[src/rtl/regfile_wb.sv]
// Write-back stage for CPU54: 32x32 GPR file with bypassed read ports,
// HI/LO, latched ALU flags and a precise overflow trap with event counter.
module regfile_wb #(
  parameter int CNT_W = 16
) (
  input  logic             clk,
  input  logic             rst,
  input  logic [4:0]       ra_addr,
  input  logic [4:0]       rb_addr,
  output logic [31:0]      ra_data,
  output logic [31:0]      rb_data,
  input  logic             wb_en,
  input  logic [4:0]       wb_addr,
  input  logic [31:0]      wb_data,
  input  logic             ovf_trap,
  input  logic             alu_zero,
  input  logic             alu_carry,
  input  logic             alu_negative,
  input  logic             alu_overflow,
  input  logic             flags_we,
  output logic [3:0]       flags,
  input  logic             hi_we,
  input  logic             lo_we,
  input  logic [31:0]      hi_wdata,
  input  logic [31:0]      lo_wdata,
  output logic [31:0]      hi,
  output logic [31:0]      lo,
  output logic             exc_ovf,
  output logic [CNT_W-1:0] ovf_count
);

  logic [31:0]      gpr_q [32];
  logic [31:0]      hi_q, lo_q;
  logic [3:0]       flags_q;
  logic             exc_ovf_q;
  logic [CNT_W-1:0] ovf_count_q, ovf_count_d;
  logic             trap, we_eff;

  always_comb begin
    trap   = wb_en & ovf_trap & alu_overflow;
    we_eff = wb_en & ~trap & (wb_addr != 5'd0);
  end

  // Reads are forced to zero during reset so nothing leaks out, bypass included.
  always_comb begin
    ra_data = '0;
    rb_data = '0;
    if (!rst) begin
      if (ra_addr != 5'd0)
        ra_data = (we_eff && ra_addr == wb_addr) ? wb_data : gpr_q[ra_addr];
      if (rb_addr != 5'd0)
        rb_data = (we_eff && rb_addr == wb_addr) ? wb_data : gpr_q[rb_addr];
    end
  end

  always_ff @(posedge clk or posedge rst) begin
    if (rst) begin
      for (int i = 0; i < 32; i++) gpr_q[i] <= '0;
    end else if (we_eff) begin
      gpr_q[wb_addr] <= wb_data;
    end
  end

  always_comb begin
    ovf_count_d = ovf_count_q;
    if (trap && (ovf_count_q != {CNT_W{1'b1}}))
      ovf_count_d = ovf_count_q + CNT_W'(1);
  end

  always_ff @(posedge clk or posedge rst) begin
    if (rst) begin
      hi_q        <= '0;
      lo_q        <= '0;
      flags_q     <= '0;
      exc_ovf_q   <= 1'b0;
      ovf_count_q <= '0;
    end else begin
      if (hi_we)    hi_q    <= hi_wdata;
      if (lo_we)    lo_q    <= lo_wdata;
      if (flags_we) flags_q <= {alu_overflow, alu_negative, alu_carry, alu_zero};
      exc_ovf_q   <= trap;
      ovf_count_q <= ovf_count_d;
    end
  end

  assign hi        = hi_q;
  assign lo        = lo_q;
  assign flags     = flags_q;
  assign exc_ovf   = exc_ovf_q;
  assign ovf_count = ovf_count_q;

endmodule
[config.mk]
export PLATFORM = sky130hd
export DESIGN_NAME = regfile_wb
export DESIGN_NICKNAME = d
export VERILOG_FILES = /design/src/rtl/regfile_wb.sv
export SDC_FILE = /design/constraint.sdc
export NUM_CORES = 2
export LEC_CHECK = 0
export ABC_CLOCK_PERIOD_IN_PS = 35000
export BUFFER_PORTS_ARGS = -buffer_cell sky130_fd_sc_hd__buf_2
export CAP_MARGIN = 20
export CORE_ASPECT_RATIO = 1.5
export CORE_UTILIZATION = 40
export CTS_CLUSTER_DIAMETER = 150
export CTS_CLUSTER_SIZE = 20
export DETAILED_ROUTE_END_ITERATION = 8
export SLEW_MARGIN = 20
export SYNTH_ARGS = -nofsm -noshare
export SYNTH_HDL_FRONTEND = slang
export SYNTH_SLANG_ARGS = --single-unit
[constraint.sdc]
create_clock -name clk -period 35 [get_ports clk]
set_input_delay 3.5 -clock clk [delete_from_list [all_inputs] [get_ports clk]]
set_output_delay 3.5 -clock clk [all_outputs]
set_load 0.005 [all_outputs]
==> Flow_metrics.wiki <==
{| class="wikitable"
! Metric !! Value
|-
| Type of element launching the critical path || input pin
|-
| Synthesized instance count || 4017
|-
| Sequence of cells on the critical path || buf_8 > buf_4 > buf_4 > buf_4 > mux4_2 > mux2_2 > a211oi_1 > o31ai_1 > buf_2
|-
| Most numerous cell types in the synthesized netlist || 1109 x sky130_fd_sc_hd__dfrtp_1, 1023 x sky130_fd_sc_hd__mux2_2, 396 x sky130_fd_sc_hd__mux4_2, 284 x sky130_fd_sc_hd__mux2i_1, 184 x sky130_fd_sc_hd__clkbuf_1
|-
| Number of flip-flops and latches in the synthesized netlist || 1109
|-
| Met2 usage in global routing || 43.0%
|-
| Static leakage || 27.7 nW
|-
| DPL Wire Length || 112 mm
|-
| Iteration-0 DRC count of the detailed router || about 3.4k
|-
| Critical path arrival || 7930 ps
|-
| Instance area after placement || 61300 um2
|-
| Leftover overflow at the end of global routing || 0
|-
| Slew margin rel. || 16.9%
|-
| Wire length per cell || between 30 and 40 um
|-
| Peak supply drop || 41.3 uV
|-
| Number of buffers added for setup after CTS || 0
|-
| Most numerous cell on the critical path || sky130_fd_sc_hd__buf_4
|-
| Worst Path Required || 31500 ps
|-
| Worst hold margin || 400 ps
|-
| Slew at the pin with the worst max-slew slack || 1240 ps
|-
| Failing checks || design-rule violations
|-
| Detailed-routing iteration count for the pre-antenna-repair pass || 9
|-
| Critical path type || in -> out
|-
| CTS HTree Levels || 2
|-
| Post-synth net total || 4140
|-
| Share of flip-flops with an asynchronous set or reset after synthesis || 100%
|-
| Count of cells resized by post-cts repair || 0
|-
| Unrepaired setup endpoints after global routing || no
|-
| Routing usage on met3 || 4.91%
|-
| Maximum number of pins on one net before global-route repair || 173
|-
| Outcome || finished, violations left
|-
| Final min period || 11430 ps
|-
| Synthesized area divided by synthesized cell count || 14.7 um2
|-
| Num rows || ~170
|-
| Count leader, synth || sky130_fd_sc_hd__dfrtp_1
|-
| Cell area after layout || 62900 um2
|-
| Worst Path Buf+Inv || 5
|-
| Number of warnings issued by yosys || 0
|-
| Hold/Removal Path Class || reg -> reg
|-
| Core area || between 100000 and 150000 um2
|-
| Hold_buf cts || 0
|-
| Summed negative setup slack over all endpoints || 0 ps
|-
| Slowest-stage cell, CP || sky130_fd_sc_hd__buf_4
|-
| Clock tree root driver cell || sky130_fd_sc_hd__clkbuf_16
|-
| Top cell type's share of synthesized area || 47.1%
|-
| Leading area contributor after synthesis || sky130_fd_sc_hd__dfrtp_1
|-
| Clk slew on worst S/H paths || 90 ps
|-
| Effective utilization at floorplan || 40.3%
|-
| Number of port buffers || 270
|-
| Total count of max-transition violations in the final report || 0
|-
| Setup-failing EPs final || 0
|-
| Number of vias after detailed routing || between 30k and 40k
|-
| Antenna violations before repair || 12
|-
| Count of flip-flops with a built-in enable after synthesis || 0
|-
| Final antenna-violating net count || 0
|-
| Ranking of synthesized cells by area || sky130_fd_sc_hd__dfrtp_1 47%, sky130_fd_sc_hd__mux2_2 20%, sky130_fd_sc_hd__mux4_2 15%, sky130_fd_sc_hd__mux2i_1 4.8%, sky130_fd_sc_hd__o22ai_1 1.3%
|-
| Count of clock tree sinks || 1109
|-
| Weighted congestion reported at the end of routability-driven placement || 0.834
|-
| Period Utilization, post-route || 32.7%
|-
| Final core utilization || between 40% and 50%
|-
| Fraction of final layout cells with drive strength greater than 1 || 48.6%
|-
| Clock Latency Late Sink || 730 ps
|-
| Source of the worst hold timing path || gpr_q[1023]
|-
| Fin nets || 4124
|-
| Number of distinct library cell variants in the gate-level netlist after synthesis || 81
|-
| Post-Route WL || 198 mm
|-
| Via count of the first global-routing pass || 39.6k
|-
| Total power density per cell area || 48.7 nW/um2
|-
| Layer carrying the most global-route usage || met2
|-
| Number of CTS-inserted buffers || just over 60
|-
| Met1 routing resource usage after global routing || ~36%
|-
| Cell family with most CP delay || buffers and inverters
|-
| R2r startpoint || ovf_count[9]
|-
| Sequential cell area fraction in the yosys report || 47.1%
|-
| Horizontal die dimension || around 320 um
|-
| Post-detailed-route DRC marker count || 42
|-
| Detail-routed via count per cell || 6.47
|-
| Most used flip-flop cell after synthesis || sky130_fd_sc_hd__dfrtp_1
|-
| Global-route wire length before repair || 289 mm
|-
| Maximum fanout encountered on the critical timing path || 50
|-
| Post-synthesis to final-layout area growth || 6.70%
|-
| Post-Synthesis Cell Area || 59000 um2
|-
| Number of top-level pins || 271
|-
| Chip height || 472 um
|-
| Tot GR Track Use || between 20% and 30%
|-
| Clock skew after layout || 2.80 ps
|-
| TritonCTS clock tree || done
|-
| Die outline area || approximately 150000 um2
|-
| Number of failing hold endpoints at the final stage || 0
|-
| Worst Setup End Kind || output pin
|-
| Timing-limited maximum frequency || 87.5 MHz
|-
| Count of maximum capacitance violations || 0
|-
| CP startpoint || rb_addr[0]
|-
| Delay contributed by the slowest stage of the critical path || 780 ps
|-
| Maximum count of clock buffers along a single path || 3
|-
| Total Power Consumption || 0.00307 W
|}
layout by cell type, fill, tap and decap left out, drive strengths merged, types with 30 or more instances in the layout:
cell / count
clkbuf: 63
dfrtp: 1109
nand2: 105
nor2: 54
mux4: 415
nor3: 30
o22ai: 125
o21ai: 64
mux2i: 284
buf: 363
mux2: 1053
power breakdown:
group          internal, W  leakage, nW  switching (W)  total (W)
clock             0.000319        0.788       0.000444   0.000763
combinational     0.000380         12.5       0.000281   0.000660
sequential         0.00149         14.4       0.000154    0.00164
total              0.00219         27.7       0.000878    0.00307
cell type report:
type,instances,area (um2)
antenna,8,20.0
clock buffer,63,1580
clock inverter,2,25.0
fill,13400,83400
inverter,9,41.3
multi-input combinational,2457,28900
sequential,1109,27800
tap,1914,2390
timing repair buffer,363,2160
final timing paths:
| kind | to | slack, ps | depth (start not counted) |
|---|---|---|---|
| worst max-delay path | rb_data[31] | 23570 | 9 |
| worst min-delay path | gpr_q[1023] | 400 | 0 |
| worst max register to register | ovf_count[1] | 33010 | 4 |
| worst min register to register | gpr_q[1023] | 400 | 0 |
| max in group asynchronous | gpr_q[237] | 28630 | 5 |
| min in group asynchronous | flags[2] | 3130 | 2 |
metrics by stage:
| stage | setup WS, ps | cells |
|---|---|---|
| 2_1_floorplan | 274 | 4017 |
| 3_3_place_gp | 23490 | 5850 |
| 3_5_place_dp | 23490 | 5852 |
| 4_1_cts | 23480 | 5917 |
| 5_1_grt | 23290 | 5918 |
| 6_report | 23570 | 5925 |
state kept, by name, summed over array words and instances, names as in the netlist:
register / flops
gpr_q: 1024
hi: 32
lo: 32
ovf_count: 16
flags: 4
exc_ovf: 1
layer usage:
layer,part of all wire [%],up-vias
met3,7.4,457
met4,4.6,14
met1,40,20900
met5,0.038,-
met2,48,1666
li1,-,15300
cell families after synthesis:
| group | Yosys count | synth area share [%] |
|---|---|---|
| flops | 1109 | 47.1 |
| buf+inv | 451 | 4.27 |
| simple gates | 297 | 2.60 |
| fa+ha+maj | 1 | 0.0212 |
| xor+xnor | 22 | 0.327 |
| compound gates | 385 | 4.68 |
| mux | 1752 | 41.0 |
Power figures use the tool's default switching activity.
